==> src/rtl/mc_control_fsm.sv <==
// Multicycle MIPS main control FSM with memory wait states, memory timeout, illegal-opcode trap and retire pulse.
// Optional addi path (I_EXEC/I_WB) enabled by defining MC_CTRL_IMM_ALU_EN.
module mc_control_fsm #(
  parameter int MEM_TIMEOUT = 15,
  parameter int CNT_W       = 4
) (
  input  logic       clk,
  input  logic       rst,
  input  logic [5:0] opcode,
  input  logic       mem_ready,
  output logic       PCWriteCond,
  output logic       PCWrite,
  output logic       IorD,
  output logic       MemRead,
  output logic       MemWrite,
  output logic       MemtoReg,
  output logic       IRWrite,
  output logic       RegDst,
  output logic       RegWrite,
  output logic       ALUSrcA,
  output logic [1:0] ALUSrcB,
  output logic [1:0] ALUOp,
  output logic [1:0] PCSource,
  output logic [3:0] state,
  output logic       retire,
  output logic       illegal_op,
  output logic       mem_fault
);

  localparam logic [3:0] S_FETCH     = 4'd0;
  localparam logic [3:0] S_DECODE    = 4'd1;
  localparam logic [3:0] S_MEM_ADDR  = 4'd2;
  localparam logic [3:0] S_MEM_READ  = 4'd3;
  localparam logic [3:0] S_MEM_WB    = 4'd4;
  localparam logic [3:0] S_MEM_WRITE = 4'd5;
  localparam logic [3:0] S_R_EXEC    = 4'd6;
  localparam logic [3:0] S_R_WB      = 4'd7;
  localparam logic [3:0] S_BRANCH    = 4'd8;
  localparam logic [3:0] S_JUMP      = 4'd9;
  localparam logic [3:0] S_TRAP      = 4'd11;
`ifdef MC_CTRL_IMM_ALU_EN
  localparam logic [3:0] S_I_EXEC    = 4'd10;
  localparam logic [3:0] S_I_WB      = 4'd12;
  localparam logic [5:0] OP_ADDI     = 6'b001000;
`endif

  localparam logic [5:0] OP_RTYPE = 6'b000000;
  localparam logic [5:0] OP_LW    = 6'b100011;
  localparam logic [5:0] OP_SW    = 6'b101011;
  localparam logic [5:0] OP_BEQ   = 6'b000100;
  localparam logic [5:0] OP_J     = 6'b000010;

  localparam bit             TIMEOUT_EN = (MEM_TIMEOUT != 0);
  localparam logic [CNT_W-1:0] CNT_LIMIT = TIMEOUT_EN ? CNT_W'(MEM_TIMEOUT - 1) : '0;
  localparam logic [CNT_W-1:0] CNT_MAX   = '1;

  logic [3:0]       state_reg, state_next;
  logic [CNT_W-1:0] cnt_reg, cnt_next;
  logic             illegal_op_reg, mem_fault_reg;
  logic             set_illegal, set_fault;
  logic             mem_wait;
  logic             timeout_hit;

  // Only the three memory-handshake states can stall on mem_ready.
  assign mem_wait    = ((state_reg == S_FETCH) || (state_reg == S_MEM_READ) ||
                        (state_reg == S_MEM_WRITE)) && !mem_ready;
  assign timeout_hit = TIMEOUT_EN && (cnt_reg == CNT_LIMIT);

  always_ff @(posedge clk) begin
    if (rst) begin
      state_reg      <= S_FETCH;
      cnt_reg        <= '0;
      illegal_op_reg <= 1'b0;
      mem_fault_reg  <= 1'b0;
    end else begin
      state_reg <= state_next;
      cnt_reg   <= cnt_next;
      if (set_illegal) illegal_op_reg <= 1'b1;
      if (set_fault)   mem_fault_reg  <= 1'b1;
    end
  end

  always_comb begin
    state_next  = state_reg;
    set_illegal = 1'b0;
    set_fault   = 1'b0;
    case (state_reg)
      S_FETCH:     if (mem_ready) state_next = S_DECODE;
      S_DECODE: begin
        case (opcode)
          OP_LW, OP_SW: state_next = S_MEM_ADDR;
          OP_RTYPE:     state_next = S_R_EXEC;
          OP_BEQ:       state_next = S_BRANCH;
          OP_J:         state_next = S_JUMP;
`ifdef MC_CTRL_IMM_ALU_EN
          OP_ADDI:      state_next = S_I_EXEC;
`endif
          default: begin
            state_next  = S_TRAP;
            set_illegal = 1'b1;
          end
        endcase
      end
      S_MEM_ADDR:  state_next = (opcode == OP_SW) ? S_MEM_WRITE : S_MEM_READ;
      S_MEM_READ:  if (mem_ready) state_next = S_MEM_WB;
      S_MEM_WB:    state_next = S_FETCH;
      S_MEM_WRITE: if (mem_ready) state_next = S_FETCH;
      S_R_EXEC:    state_next = S_R_WB;
      S_R_WB:      state_next = S_FETCH;
      S_BRANCH:    state_next = S_FETCH;
      S_JUMP:      state_next = S_FETCH;
`ifdef MC_CTRL_IMM_ALU_EN
      S_I_EXEC:    state_next = S_I_WB;
      S_I_WB:      state_next = S_FETCH;
`endif
      default:     state_next = S_TRAP;
    endcase
    // A ready memory on the limit cycle takes the normal path instead.
    if (mem_wait && timeout_hit) begin
      state_next = S_TRAP;
      set_fault  = 1'b1;
    end
  end

  always_comb begin
    if (state_next != state_reg)
      cnt_next = '0;
    else if (mem_wait && (cnt_reg != CNT_MAX))
      cnt_next = cnt_reg + 1'b1;
    else
      cnt_next = cnt_reg;
  end

  always_comb begin
    PCWriteCond = 1'b0;
    PCWrite     = 1'b0;
    IorD        = 1'b0;
    MemRead     = 1'b0;
    MemWrite    = 1'b0;
    MemtoReg    = 1'b0;
    IRWrite     = 1'b0;
    RegDst      = 1'b0;
    RegWrite    = 1'b0;
    ALUSrcA     = 1'b0;
    ALUSrcB     = 2'b00;
    ALUOp       = 2'b00;
    PCSource    = 2'b00;
    retire      = 1'b0;
    if (!rst) begin
      case (state_reg)
        S_FETCH: begin
          MemRead = 1'b1;
          ALUSrcB = 2'b01;
          IRWrite = mem_ready;
          PCWrite = mem_ready;
        end
        S_DECODE:    ALUSrcB = 2'b11;
        S_MEM_ADDR: begin
          ALUSrcA = 1'b1;
          ALUSrcB = 2'b10;
        end
        S_MEM_READ: begin
          MemRead = 1'b1;
          IorD    = 1'b1;
        end
        S_MEM_WB: begin
          MemtoReg = 1'b1;
          RegWrite = 1'b1;
          retire   = 1'b1;
        end
        S_MEM_WRITE: begin
          MemWrite = 1'b1;
          IorD     = 1'b1;
          retire   = mem_ready;
        end
        S_R_EXEC: begin
          ALUSrcA = 1'b1;
          ALUOp   = 2'b10;
        end
        S_R_WB: begin
          RegDst   = 1'b1;
          RegWrite = 1'b1;
          retire   = 1'b1;
        end
        S_BRANCH: begin
          ALUSrcA     = 1'b1;
          ALUOp       = 2'b01;
          PCWriteCond = 1'b1;
          PCSource    = 2'b01;
          retire      = 1'b1;
        end
        S_JUMP: begin
          PCWrite  = 1'b1;
          PCSource = 2'b10;
          retire   = 1'b1;
        end
`ifdef MC_CTRL_IMM_ALU_EN
        S_I_EXEC: begin
          ALUSrcA = 1'b1;
          ALUSrcB = 2'b10;
        end
        S_I_WB: begin
          RegWrite = 1'b1;
          retire   = 1'b1;
        end
`endif
        default: ;
      endcase
    end
  end

  assign state      = state_reg;
  assign illegal_op = illegal_op_reg;
  assign mem_fault  = mem_fault_reg;

endmodule
==> config.mk <==
export PLATFORM = sky130hd
export DESIGN_NAME = mc_control_fsm
export DESIGN_NICKNAME = d
export VERILOG_FILES = /design/src/rtl/mc_control_fsm.sv
export SDC_FILE = /design/constraint.sdc
export NUM_CORES = 1
export LEC_CHECK = 0
export CAP_MARGIN = 20
export CORE_ASPECT_RATIO = 0.6
export CORE_UTILIZATION = 40
export CTS_CLUSTER_DIAMETER = 80
export DETAILED_ROUTE_END_ITERATION = 6
export PLACE_DENSITY = 0.86
export SYNTH_ARGS = -nofsm -noshare
export SYNTH_HDL_FRONTEND = slang
export SYNTH_SLANG_ARGS = --single-unit
==> constraint.sdc <==
create_clock -name clk -period 1.7 [get_ports clk]
set_input_delay 0.255 -clock clk [delete_from_list [all_inputs] [get_ports clk]]
set_output_delay 0.255 -clock clk [all_outputs]
set_load 0.01 [all_outputs]
==> results of run 1 <==
[routing by layer]
metal	vias up	track usage, %
met5	-	0
met4	0	30.56
met3	44	11.92
met2	153	62.37
met1	696	48.30
li1	629	-
[critical path: cells and delay by family, from the launching register on]
| family | cells | cell delay (ns) |
|---|---|---|
| compound gates | 2 | 0.54 |
| buf+inv | 3 | 0.44 |
| flops | 1 | 0.37 |
| simple gates | 4 | 0.50 |
[cells by family (layout without fill, tap and decap cells)]
| logic type | after synthesis | after routing |
|---|---|---|
| buffers and inverters | 15 | 88 |
| multiplexers | 1 | 1 |
| flip-flops | 10 | 10 |
| adder cells (fa/ha/maj) | 2 | 2 |
| XOR/XNOR | 6 | 6 |
| AO/OA/AOI/OAI | 30 | 30 |
| AND/OR/NAND/NOR | 64 | 64 |
[cell usage after synthesis, drive strengths merged, types with 2 or more instances]
| cell type | number | area share, % |
|---|---|---|
| o21ai | 8 | 4.2 |
| inv | 5 | 2.0 |
| clkbuf | 2 | 0.80 |
| dfxtp | 10 | 21 |
| nand2 | 3 | 1.2 |
| nand3 | 4 | 2.1 |
| o31ai | 3 | 2.4 |
| or2 | 3 | 2.0 |
| ha | 2 | 2.7 |
| buf | 7 | 6.4 |
| xnor2 | 6 | 5.6 |
| nor2 | 21 | 8.6 |
| nor3 | 9 | 4.8 |
| nand2b | 3 | 2.3 |
| a21oi | 7 | 3.7 |
| nor4 | 9 | 6.0 |
| or3 | 3 | 2.5 |
[where the power goes]
part	switching, µW	leakage, µW	internal (µW)	total, µW
clock network	104	0.0000216	156	260
registers	101	0.0000842	299	400
logic	1110	0.000695	955	2070
[final cells by class]
cell class                      instances  area (µm²)  area share (%)
Multi-Input combinational cell        103       980.9           51.04
Sequential cell                        10       215.2           11.20
Clock buffer                            3       41.29           2.148
Inverter                                6       27.53           1.432
Timing Repair Buffer                   79       619.3           32.23
Tap cell                               30       37.54           1.953
[worst max-delay path by stage]
| stage | start | endpoint | slack, ns | cells past startpoint |
|---|---|---|---|---|
| final | state[0]$_SDFF_PP0_ | cnt_reg[1]$_SDFFE_PP0P_ | -0.27 | 9 |
| after global routing | state[0]$_SDFF_PP0_ | cnt_reg[1]$_SDFFE_PP0P_ | -0.33 | 9 |
| after CTS | state[0]$_SDFF_PP0_ | cnt_reg[2]$_SDFFE_PP0P_ | -0.24 | 7 |
| after detailed placement | mem_ready | cnt_reg[2]$_SDFFE_PP0P_ | -0.71 | 7 |
| after global placement | opcode[0] | cnt_reg[2]$_SDFFE_PP0P_ | -0.50 | 6 |
| after floorplan | state[2]$_SDFF_PP0_ | cnt_reg[2]$_SDFFE_PP0P_ | -0.05 | 7 |
[placed cells by master, fill, tap and decap left out, drive strengths merged, types with 2 or more instances in the layout]
| master | count |
|---|---|
| dlygate4sd2 | 10 |
| nand3 | 4 |
| nand2 | 3 |
| a21oi | 7 |
| inv | 5 |
| clkbuf | 12 |
| nor3 | 9 |
| or2 | 3 |
| dfxtp | 10 |
| or3 | 3 |
| nor2 | 21 |
| ha | 2 |
| o31ai | 3 |
| clkdlybuf4s50 | 6 |
| nand2b | 3 |
| o21ai | 8 |
| buf | 54 |
| xnor2 | 6 |
| nor4 | 9 |
[metrics by stage]
stage	cell area, µm²	total power (µW)
2_1_floorplan	988.4	1083
6_report	1922	2729
4_1_cts	1807	2287
3_5_place_dp	1535	1734
3_3_place_gp	1535	1676
5_1_grt	1922	2830
[repair_timing]
| item | 4_1_cts | 5_1_grt |
|---|---|---|
| gates resized for setup | 89 | 49 |
| hold endpoints to repair | 0 | 0 |
| pin swaps | 13 | 10 |
| setup endpoints to repair | 26 | 22 |
| buffers inserted | 6 | 6 |
==> run metrics, run 1 <==
post-synth cell types 48; Post-DP HPWL 2616 µm; clock sinks 10; warnings from Yosys 0; core box area 2196 µm²; Final Cycle Share 116.0%; status complete, but fails checks; fin. max-slew vios 0; Simple-Gate Fraction of Synth Area 37.72%; CP max stage delay 0.47 ns; largest net degree at the start of global routing 11; reg2reg end cnt_reg[1]$_SDFFE_PP0P_; pre-CTS setup slack -0.7148 ns; post-synthesis adder-cell area fraction 2.656%; Synth Instances 128; Hold Path Class reg -> reg; site row count 13; IO Count 32; routed vias/inst 6.589; fin cells 231; overall die area 2560 µm²; register-to-register setup slack -0.27 ns; Rel. slew slack 68.75%; vias post-DR 1,522; count of final hold-check violations 0; H-tree depth 1; Max VDD drop 0.7232 mV; WP data required 1.85 ns; post-synthesis mux area share 1.062%; Worst path most repeated cell buf_4; CP max stage cell a2111o_1; post-synthesis sequential area ratio 21.25%; first-pass GRT wire length 7093 µm; Metal-1 WL 2066 µm; synthesized area 942.2 µm²; antenna violations before repair 0; GRT Overall Usage 40.27%; max frequency 0.5073 GHz; uppermost routed layer met4; post-route ant nets 0; Crit Path Category reg -> reg; fin nets 214; vias in the first global route 1,346; RSZ-0062 raised after global routing true; Die W 64.66 µm; wire length on met3 565 µm; reg2reg path depth 9; Hold Slack 0.5163 ns; Synth Area in Compound Gates 22.05%; # DRC 0; Yosys reg bits 10; drt initial violations 211; FILL cells 102; area delta synth->final 104.0%; Fin Clk Skew 0.002819 ns; TritonCTS clock tree built; final setup violation count 12; Setup TNS -1.263 ns; Max Root-Sink Buffers 2; die height 39.59 µm; post-synth net total 139; pwr dens 1420 nW/µm²; worst-path cell chain buf_6 > nand2b_4 > buf_4 > nor3_4 > buf_4 > o31ai_4 > nand2_1 > a2111o_1 > nor4_2; fin util 87.52%; max_cap viols 0; CTS Hold Bufs 0; Final Wtd Congestion 0.9922; WP data arrival 2.12 ns; worst hold start mem_fault$_SDFFE_PP0P_; Synth Area in XOR/XNOR 5.578%; Async SR Flop Fraction 0%; Hold EP mem_fault$_SDFFE_PP0P_; fin crit period 1.971 ns; metal2 WL 2240 µm; IO Port Bufs 31; Pre-antenna DRT Iters 5; worst-margin pin slew 0.4651 ns; grt ovf 0; Clock transition at path regs 0.05 ns; crit start category register; largest family of logic cells by synthesized area simple AND/OR/NAND/NOR gates; worst reg2reg startpoint state[0]$_SDFF_PP0_; placed insts 216; Root Driver clkbuf_8; Crit. End Element register; failing checks negative setup slack; DRT Wirelength 5215 µm; Syn Area/Cell 7.361 µm²; share of cells above drive strength 1 59.70%; hold path depth 2; # diodes 0; EDFF count, synth 0; Worst-Skew Late Latency 0.24 ns; Lkg Pwr 0.0008008 µW; Initial Util 42.91%; CTS Buf Count 3; average wire per standard cell 22.58 µm; final setup margin -0.2714 ns; crit-path max FO 6; Post-synth top flop dfxtp_1
No activity file was read; power rests on OpenSTA's default activity.
==> run 2: changes to the inputs <==
TNS_END_PERCENT = 1   (was unset)
==> run metrics, run 2 (synthesis gave the netlist of run 1 again) <==
IO Port Bufs 31 (unchanged); Hold Slack 0.4847 ns (was 0.5163 ns); Root Driver clkbuf_8 (unchanged); count of final hold-check violations 0 (unchanged); failing checks negative setup slack (unchanged); core box area 2196 µm² (unchanged); post-route ant nets 0 (unchanged); max_cap viols 0 (unchanged); register-to-register setup slack -0.34 ns (was -0.27 ns); share of cells above drive strength 1 47.69% (was 59.70%); placed insts 215 (was 216); # diodes 0 (unchanged); IO Count 32 (unchanged); Crit. End Element register (unchanged); routed vias/inst 6.364 (was 6.589); overall die area 2560 µm² (unchanged); # DRC 0 (unchanged); average wire per standard cell 19.17 µm (was 22.58 µm); Final Wtd Congestion 0.9228 (was 0.9922); CTS Buf Count 3 (unchanged); Die W 64.66 µm (unchanged); Clock transition at path regs 0.05 ns (about the same); vias post-DR 1,432 (was 1,522); max frequency 0.4905 GHz (was 0.5073 GHz); RSZ-0062 raised after global routing true (unchanged); highest-count cells in the layout ignoring fill and taps buf_4, nor2_1, dlygate4sd2_1 (unchanged); antenna violations before repair 0 (unchanged); Final Cycle Share 119.9% (was 116.0%); fin. max-slew vios 0 (unchanged); crit-path max FO 7 (was 6); pwr dens 1364 nW/µm² (was 1420 nW/µm²); GRT Overall Usage 31.05% (was 40.27%); vias in the first global route 1,182 (was 1,346); status complete, but fails checks (unchanged); WP data arrival 2.17 ns (was 2.12 ns); fin crit period 2.039 ns (was 1.971 ns); Max Root-Sink Buffers 2 (unchanged); Initial Util 42.91% (unchanged); fin util 78.80% (was 87.52%); CP max stage cell a2111o_1 (unchanged); worst-margin pin slew 0.3590 ns (was 0.4651 ns); Lkg Pwr 0.0007736 µW (was 0.0008008 µW); clock sinks 10 (unchanged); dpl cell area 1498 µm² (was 1535 µm²); final setup margin -0.3386 ns (was -0.2714 ns); Max VDD drop 0.7330 mV (was 0.7232 mV); WP data required 1.83 ns (was 1.85 ns); crit start category register (unchanged); die height 39.59 µm (unchanged); area delta synth->final 83.67% (was 104.0%); Rel. slew slack 75.87% (was 68.75%); Pre-antenna DRT Iters 5 (unchanged); Hold Path Class reg -> reg (unchanged); grt ovf 0 (unchanged); drt initial violations 153 (was 211); H-tree depth 1 (unchanged); final setup violation count 9 (was 12); DRT Wirelength 4314 µm (was 5215 µm); first-pass GRT wire length 5720 µm (was 7093 µm); Post-DP HPWL 2444 µm (was 2616 µm); worst-path cell chain inv_1 > nor2_1 > o311ai_4 > o31ai_4 > a2111o_1 > buf_6 > nor4_2 (was buf_6 > nand2b_4 > buf_4 > nor3_4 > buf_4 > o31ai_4 > nand2_1 > a2111o_1 > nor4_2); leading cell type in the layout, fill and taps excluded buf_4 (unchanged); Fin Clk Skew 0.004839 ns (was 0.002819 ns); Crit Path Category reg -> reg (unchanged); largest net degree at the start of global routing 12 (was 11); CTS Hold Bufs 0 (unchanged); site row count 13 (unchanged); CP max stage delay 0.45 ns (was 0.47 ns); Worst-Skew Late Latency 0.24 ns (about the same); Final Cell Area 1730 µm² (was 1922 µm²); fin nets 208 (was 214); fin cells 225 (was 231); TritonCTS clock tree built (unchanged)
==> run 2: per-layer routing <==
metal / track usage [%] / vias to the layer above / wire (µm)
met5: 0 / - / 0
met2: 52.89 / 127 / 1889
met4: 15.56 / 0 / 249
met3: 7.267 / 44 / 518
met1: 37.67 / 642 / 1657
li1: - / 619 / -
==> run 2: critical path, delay by kind of cell, from the launching register on <==
kind / cells / cell delay (ns)
compound gates: 3 / 0.91
buf+inv: 2 / 0.32
flops: 1 / 0.37
simple gates: 2 / 0.32
==> run 2: layout make-up <==
class / count / area (µm²)
clock buffer: 3 / 41.29
fill: 142 / 465.4
inverter: 6 / 23.77
multi-input combinational: 103 / 829.5
sequential: 10 / 212.7
tap: 30 / 37.54
timing repair buffer: 73 / 585.6
==> run 2: final timing paths <==
kind                        endpoint                    start  depth (start not counted)
max          cnt_reg[1]$_SDFFE_PP0P_      state[1]$_SDFF_PP0_                          7
min          illegal_op$_SDFFE_PP0P_  illegal_op$_SDFFE_PP0P_                          2
max reg2reg  cnt_reg[1]$_SDFFE_PP0P_      state[1]$_SDFF_PP0_                          7
min reg2reg  illegal_op$_SDFFE_PP0P_  illegal_op$_SDFFE_PP0P_                          2
==> run 2: per-stage QoR <==
stage | total power (µW) | setup TNS, ns | setup slack [ns]
6_report | 2360 | -1.379 | -0.3386
5_1_grt | 2459 | -1.828 | -0.3341
3_3_place_gp | 1628 | -7.552 | -0.4548
2_1_floorplan | 1035 | -0.2004 | -0.04933
4_1_cts | 2023 | -1.519 | -0.2636
3_5_place_dp | 1669 | -8.426 | -0.5675
==> run 2: where the power goes <==
group,total (µW),leakage (µW),switching (µW),internal (µW)
clock,252,0.0000216,96.9,155
combinational,1720,0.000668,898,826
sequential,384,0.0000839,86.8,297
==> run 2: timing repair <==
action	in CTS	in global routing
resized for setup	49	43
pin swaps	12	13
buffers inserted	2	6
gates cloned	0	0
setup endpoints to repair	26	21
==> run 3: changes to the inputs <==
clock period = 1.8 ns   (was 1.7 ns; I/O delays follow)
==> run metrics, run 3 (synthesis gave the netlist of run 1 again) <==
status complete, but fails checks (unchanged); failing checks negative setup slack (unchanged); final setup violation count 6 (was 9); Die W 64.66 µm (unchanged); share of cells above drive strength 1 39.90% (was 47.69%); vias post-DR 1,395 (was 1,432); Clock transition at path regs 0.05 ns (about the same); Setup TNS -0.9945 ns (was -1.379 ns); CP max stage cell or3_4 (was a2111o_1); Rel. slew slack 70.03% (was 75.87%); met1 GRT Util 37.67% (unchanged); DRT Wirelength 4305 µm (was 4314 µm); Crit Path Category in -> reg (was reg -> reg); fin. max-slew vios 0 (unchanged); area delta synth->final 82.34% (was 83.67%); average wire per standard cell 19.30 µm (was 19.17 µm); CTS Buf Count 3 (unchanged); Fin Clk Skew 0.003156 ns (was 0.004839 ns); leading cell type in the layout, fill and taps excluded buf_4 (unchanged); final setup margin -0.2848 ns (was -0.3386 ns); Crit. End Element register (unchanged); Worst-Skew Late Latency 0.24 ns (about the same); IO Count 32 (unchanged); Clock power frac 10.5% (was 10.7%); Final Wtd Congestion 1.051 (was 0.9228); Pre-antenna DRT Iters 5 (unchanged); Top Usage Layer GRT met2 (unchanged); site row count 13 (unchanged); Sw Ratio 45.76% (was 45.82%); TritonCTS clock tree built (unchanged); max frequency 0.4797 GHz; internal power 1207 µW (was 1279 µW); worst-path cell chain clkdlybuf4s50_1 > or3_4 > o21ai_1 > a21oi_1 > a2111o_1 > nor4_2 (was inv_1 > nor2_1 > o311ai_4 > o31ai_4 > a2111o_1 > buf_6 > nor4_2); Final Cell Area 1718 µm² (was 1730 µm²); CP max stage delay 0.44 ns (was 0.45 ns); combinational power share 73.2% (was 73.0%); count of final hold-check violations 0 (unchanged); H-tree depth 1 (unchanged); dpl cell area 1541 µm² (was 1498 µm²); Lkg Pwr 0.0007698 µW (was 0.0007736 µW); Max Root-Sink Buffers 2 (unchanged); overall die area 2560 µm² (unchanged); routed vias/inst 6.256 (was 6.364); Initial Util 42.91% (unchanged); largest net degree at the start of global routing 11 (was 12); max_cap viols 0 (unchanged); NetSw 1019 µW (was 1082 µW); GR Util met3 11.34% (was 7.267%); RSZ-0062 raised after global routing true (unchanged); worst-margin pin slew 0.4469 ns (was 0.3590 ns); Max VDD drop 0.5817 mV (was 0.7330 mV); IO Port Bufs 31 (unchanged); Hold Path Class reg -> reg (unchanged); Post-DP HPWL 2753 µm (was 2444 µm); die height 39.59 µm (unchanged); met2 usage 50.26% (was 52.89%); crit-path max FO 5 (was 7); post-route ant nets 0 (unchanged); Root Driver clkbuf_8 (unchanged); GRT Overall Usage 30.53% (was 31.05%); Hold Slack 0.4699 ns (was 0.4847 ns); CP top delay family compound AO/OA/AOI/OAI gates (unchanged); first-pass GRT wire length 5547 µm (was 5720 µm); fin crit period 2.085 ns; clock sinks 10 (unchanged); vias in the first global route 1,137 (was 1,182); setup bufs post-CTS 0 (was 2); WP data required 1.94 ns (was 1.83 ns); WP data arrival 2.23 ns (was 2.17 ns); pwr dens 1296 nW/µm² (was 1364 nW/µm²); register-to-register setup slack -0.22 ns (was -0.34 ns); highest-count cells in the layout ignoring fill and taps buf_4, nor2_1, dlygate4sd2_1 (unchanged); fin nets 206 (was 208); grt ovf 0 (unchanged); core box area 2196 µm² (unchanged); antenna violations before repair 0 (unchanged); drt initial violations 181 (was 153); Worst Path Buf+Inv 1 (was 2); crit start category input pin (was register); # diodes 0 (unchanged); # DRC 0 (unchanged); Final Cycle Share 115.8%; Seq pwr share 16.3% (about the same); CTS Hold Bufs 0 (unchanged)
==> run 3: cell type report <==
| type | instances | area [µm²] |
|---|---|---|
| Multi-Input combinational cell | 103 | 779.5 |
| Inverter | 6 | 25.02 |
| Sequential cell | 10 | 215.2 |
| Clock buffer | 3 | 41.29 |
| Fill cell | 153 | 478.0 |
| Timing Repair Buffer | 71 | 619.3 |
| Tap cell | 30 | 37.54 |
==> run 3: metrics by stage <==
step	total power (µW)	cells	setup WS, ns	util (%)
floorplan	962.8	128	-0.007835	-
global route	2305	223	-0.3448	78.23
finish	2226	223	-0.2848	78.23
detailed placement	1720	220	-0.5115	70.20
global placement	1668	220	-0.4437	70.20
CTS	1972	223	-0.2432	73.73
==> run 3: metal layers <==
metal / up-vias / routed length (µm)
met2: 130 / 1892
met4: 0 / 262
li1: 604 / -
met3: 47 / 579
met1: 614 / 1571
met5: - / 0
==> run 3: power groups by stage <==
| stage | Sequential, µW | Clock, µW | Combinational, µW |
|---|---|---|---|
| 6_report | 363 | 233 | 1630 |
| 5_1_grt | 370 | 243 | 1690 |
| 4_1_cts | 337 | 226 | 1410 |
| 3_5_place_dp | 336 | 0 | 1380 |
| 3_3_place_gp | 329 | 0 | 1340 |
| 2_1_floorplan | 323 | 0 | 640 |
==> run 3: final timing paths <==
kind | from | depth (start not counted) | end
worst min-delay path | illegal_op$_SDFFE_PP0P_ | 2 | illegal_op$_SDFFE_PP0P_
worst max-delay path | opcode[0] | 6 | cnt_reg[2]$_SDFFE_PP0P_
worst max register to register | state[2]$_SDFF_PP0_ | 6 | cnt_reg[2]$_SDFFE_PP0P_
worst min register to register | illegal_op$_SDFFE_PP0P_ | 2 | illegal_op$_SDFFE_PP0P_
==> run 3: tightest hold or removal path, stage by stage (launching register included) <==
cell	delay, ns
dfxtp_1	0.32
nor2_1	0.05
nor2_1	0.07
==> run 3: repair_timing <==
item	4_1_cts	5_1_grt
setup endpoints to repair	22	13
pin swaps	1	5
resized for setup	35	32
==> RTL change 1 (settings of run 1) <==
`CNT_W`: 4 -> 6.
--- a/src/rtl/mc_control_fsm.sv
+++ b/src/rtl/mc_control_fsm.sv
@@ -2,7 +2,7 @@
 // Optional addi path (I_EXEC/I_WB) enabled by defining MC_CTRL_IMM_ALU_EN.
 module mc_control_fsm #(
   parameter int MEM_TIMEOUT = 15,
-  parameter int CNT_W       = 4
+  parameter int CNT_W       = 6
 ) (
   input  logic       clk,
   input  logic       rst,
Function: no difference found for any inputs over 10 cycles, from zero or initial values and one cycle with rst high; that may be too few to reach the edited logic, so the function may still have changed.
==> RTL change 1 against run 1 <==
  * The run ends with design-rule violations, negative setup slack left
  * Global-route usage decreased by 0.92 points
  * Non-clock buffer count increased by 11
  * Area after synthesis rose by 7.3%
  * Worst setup slack worse by 0.19 ns
  * Die area is 7.0% higher
  * Power is 38% lower
  * Sequential cell count rose by 2
  * Routed wire length rose by 18%
  * First-iteration DRC count shrank 7.6%
  * Final area grew 9.4%
  * Largest cell class unchanged
==> RTL change 1: results (changes against run 1) <==
nonclk buf count: 90 (+14%)
met2 WL: 2.63 mm (+17%)
# setup viols final: 19 (+7)
CP max stage cell: dfxtp_4
DR pass1 iterations: 7 (+2)
Total GRT Usage: 39.4% (-0.92 points)
Vias/cell: 6.92 (+5.1%)
wl on met1: 2.19 mm (+5.9%)
leakage: 0.913 nW (+14%)
worst-margin pin slew: 0.421 ns (-0.0442 ns)
drt drc: 3 (+3)
mux cell area share after synthesis: 0.990% (-0.072 points)
compound-cell area share of the yosys netlist: 23.6% (+1.6 points)
GR Util met1: 41.0% (-7.3 points)
XOR/XNOR share of the synthesized area: 6.68% (+1.1 points)
Final HPWL DP: 2.82 mm (+7.8%)
layout cells sized above 1: 58.7% (-1.0 points)
Layout Cells excl Fill: 243 (+5.2%)
failing checks: design-rule violations, negative setup slack
Critical Path Fanout Max: 12 (+6)
Mapped Nets: 141 (+1.4%)
Net Sw Frac: 41.3% (-7.1 points)
Yosys cell types: 43 (-10%)
top cells by area, synth: dfxtp_1, nor3_1, nand2_1, nor2_1, xnor2_2
clock skew: 0.0140 ns (+0.0111 ns)
final instance area: 2100 sq um (+9.4%)
clock-pin slew on the worst setup and hold paths: 0.07 ns (+0.02 ns)
routed length on met3: 782 microns (+38%)
status: finished with violations
Logic inverters: 3 (-3)
Filler cells: 81 (-21%)
Seq/Total Area, Yosys: 23.8% (+2.5 points)
syn avg cell area: 7.78 sq um (+5.7%)
Yosys reg bits: 12 (+2)
Post-synth top cells: nor3_1, dfxtp_1, nand2_1, nor2_1
placed cells: 220 (+1.9%)
nets: 226 (+5.6%)
vias in the first global route: 1459 (+8.4%)
Seq/total area: 12.1% (+0.94 points)
WHS: 0.514 ns (-0.00258 ns)
final setup margin: -0.463 ns (-0.192 ns)
Worst Path Arrival: 2.31 ns (+0.19 ns)
Final non-clock buffer share: 35.9% (+3.7 points)
largest net degree at the start of global routing: 14 (+3)
Initial DRC Count: 195 (-7.6%)
multi-input gate share of the layout cell area: 47.5% (-3.5 points)
GR Layer Usage met3: 17.8% (+5.9 points)
synthesized-area fraction occupied by adder cells: 2.48% (-0.18 points)
setup TNS: -4.22 ns (-2.96 ns)
## RTL change 1: timing repair
action,4_1_cts,5_1_grt
resized for setup,71,64
setup endpoints to repair,29,26
pin swaps,6,20
hold buffers,0,0
buffers inserted,11,10
## RTL change 1: power by group through the flow
stage | combinational [W] | sequential, W | clock [W]
floorplan | 0.000357 | 0.000347 | 0
global placement | 0.000661 | 0.000360 | 0
detailed placement | 0.000691 | 0.000363 | 0
CTS | 0.000768 | 0.000363 | 0.000255
global route | 0.00107 | 0.000376 | 0.000297
finish | 0.00105 | 0.000376 | 0.000273
## RTL change 1: path summary, 6_finish.rpt
kind	to	from	cells after the start
max	cnt_reg[0]$_SDFFE_PP0P_	state[0]$_SDFF_PP0_	8
min	mem_fault$_SDFFE_PP0P_	mem_fault$_SDFFE_PP0P_	2
max reg2reg	cnt_reg[0]$_SDFFE_PP0P_	state[0]$_SDFF_PP0_	8
min reg2reg	mem_fault$_SDFFE_PP0P_	mem_fault$_SDFFE_PP0P_	2
==> RTL change 2 (settings of run 1) <==
Without the edit above. Make the reset (`rst`) asynchronous in one clocked block.
--- a/src/rtl/mc_control_fsm.sv
+++ b/src/rtl/mc_control_fsm.sv
@@ -66,7 +66,7 @@
                         (state_reg == S_MEM_WRITE)) && !mem_ready;
   assign timeout_hit = TIMEOUT_EN && (cnt_reg == CNT_LIMIT);
 
-  always_ff @(posedge clk) begin
+  always_ff @(posedge clk or posedge rst) begin
     if (rst) begin
       state_reg      <= S_FETCH;
       cnt_reg        <= '0;
Check against the original RTL: differs if rst is asserted again (counterexample within 4 cycles, from zero or initial values and one cycle with rst high); with rst held inactive, the same outputs for 10 cycles.
==> RTL change 2 against run 1 <==
  * Critical path type unchanged
  * Synthesized cell count rose by 10%
  * Final area increased by 1.5%
  * Critical path depth shrank 3
  * Routed wire length is 1.0% lower
  * Maximum frequency shrank 7.2%
  * Highest routed layer unchanged
  * The run still ends with negative setup slack left
  * Area after synthesis grew 9.6%
  * First-iteration DRC count is 18% lower
  * Sequential cell count unchanged
  * Worst setup slack got worse by 0.15 ns
Power is left out: it rests on default switching activity, and per cell area and clock period it moved more than threefold.
==> RTL change 2: results (changes against run 1) <==
Critical Path Source: state[3]$_DFF_PP0_
Seq/Total Area, Yosys: 24.2% (+3.0 points)
GR Util met1: 43.1% (-5.2 points)
main flop type after synthesis: dfrtp_1
# setup viols final: 21 (+9)
Worst path max stage delay: 0.52 ns (+0.05 ns)
worst reg-to-reg path cell count: 6 (-3)
Final HPWL DP: 2.98 mm (+14%)
met2 WL: 2.32 mm (+3.7%)
Placer Congestion: 0.942 (-5.1%)
RR Endpoint: cnt_reg[2]$_DFFE_PP0P_
Yosys cell types: 42 (-13%)
Mapped Nets: 152 (+9.4%)
status: finished with violations
Critical Path Fanout Max: 4 (-2)
Hold Path Class: input pin to asynchronous set/reset pin
vias in the first global route: 1312 (-2.5%)
clock skew: 0.00233 ns (-0.000490 ns)
synthesized-area fraction occupied by adder cells: 2.42% (-0.23 points)
top cells by area, synth: dfrtp_1, nor3_1, nor2_1, o21ai_0, nand2b_1
routed length on met3: 510 microns (-9.7%)
compound-cell area share of the yosys netlist: 21.9% (-0.11 points)
Place WS: -0.512 ns (+0.203 ns)
final setup margin: -0.425 ns (-0.154 ns)
GR Layer Usage met3: 5.43% (-6.5 points)
Filler cells: 116 (+14%)
nets: 225 (+5.1%)
mux cell area share after synthesis: 2.06% (+1.0 points)
XOR/XNOR share of the synthesized area: 4.24% (-1.3 points)
routed wire length: 5.16 mm (-1.0%)
Post-synth top cells: nor3_1, nor2_1, dfrtp_1
Placed Area: 1690 sq um (+10%)
met2 global-route usage: 58.2% (-4.2 points)
Async SR Flop Fraction: 100% (+100 points)
slew margin rel.: 62.5% (-6.2 points)
WHS: 0.455 ns (-0.0618 ns)
Total GRT Usage: 32.9% (-7.4 points)
failing checks: negative setup slack
first-pass GRT wire length: 6.35 mm (-11%)
-- RTL change 2: worst register-to-register path, delay by kind of cell, from the launching register on --
| family | cells | cell delay (ns) |
|---|---|---|
| DFF | 1 | 0.43 |
| AOI/OAI and AO/OA | 3 | 0.67 |
| buffers and inverters | 1 | 0.14 |
| and+or+nand+nor | 2 | 0.78 |
-- RTL change 2: layout make-up --
cell class | instances | share of cell area, %
Clock buffer | 4 | 2.82
Tap cell | 30 | 1.92
Multi-Input combinational cell | 112 | 46.8
Inverter | 6 | 1.15
Timing Repair Buffer | 81 | 34.3
Sequential cell | 10 | 13.0
-- RTL change 2: what timing repair did --
action,CTS,global route
pin swaps,9,11
cloned,0,0
setup endpoints to repair,25,26
buffers inserted,6,3
resized for setup,82,44
-- RTL change 2: kinds of logic after synthesis --
kind of cell	count (synthesis)
simple gates	71
buf+inv	19
compound gates	32
mux	2
fa+ha+maj	2
flops	10
xor+xnor	5
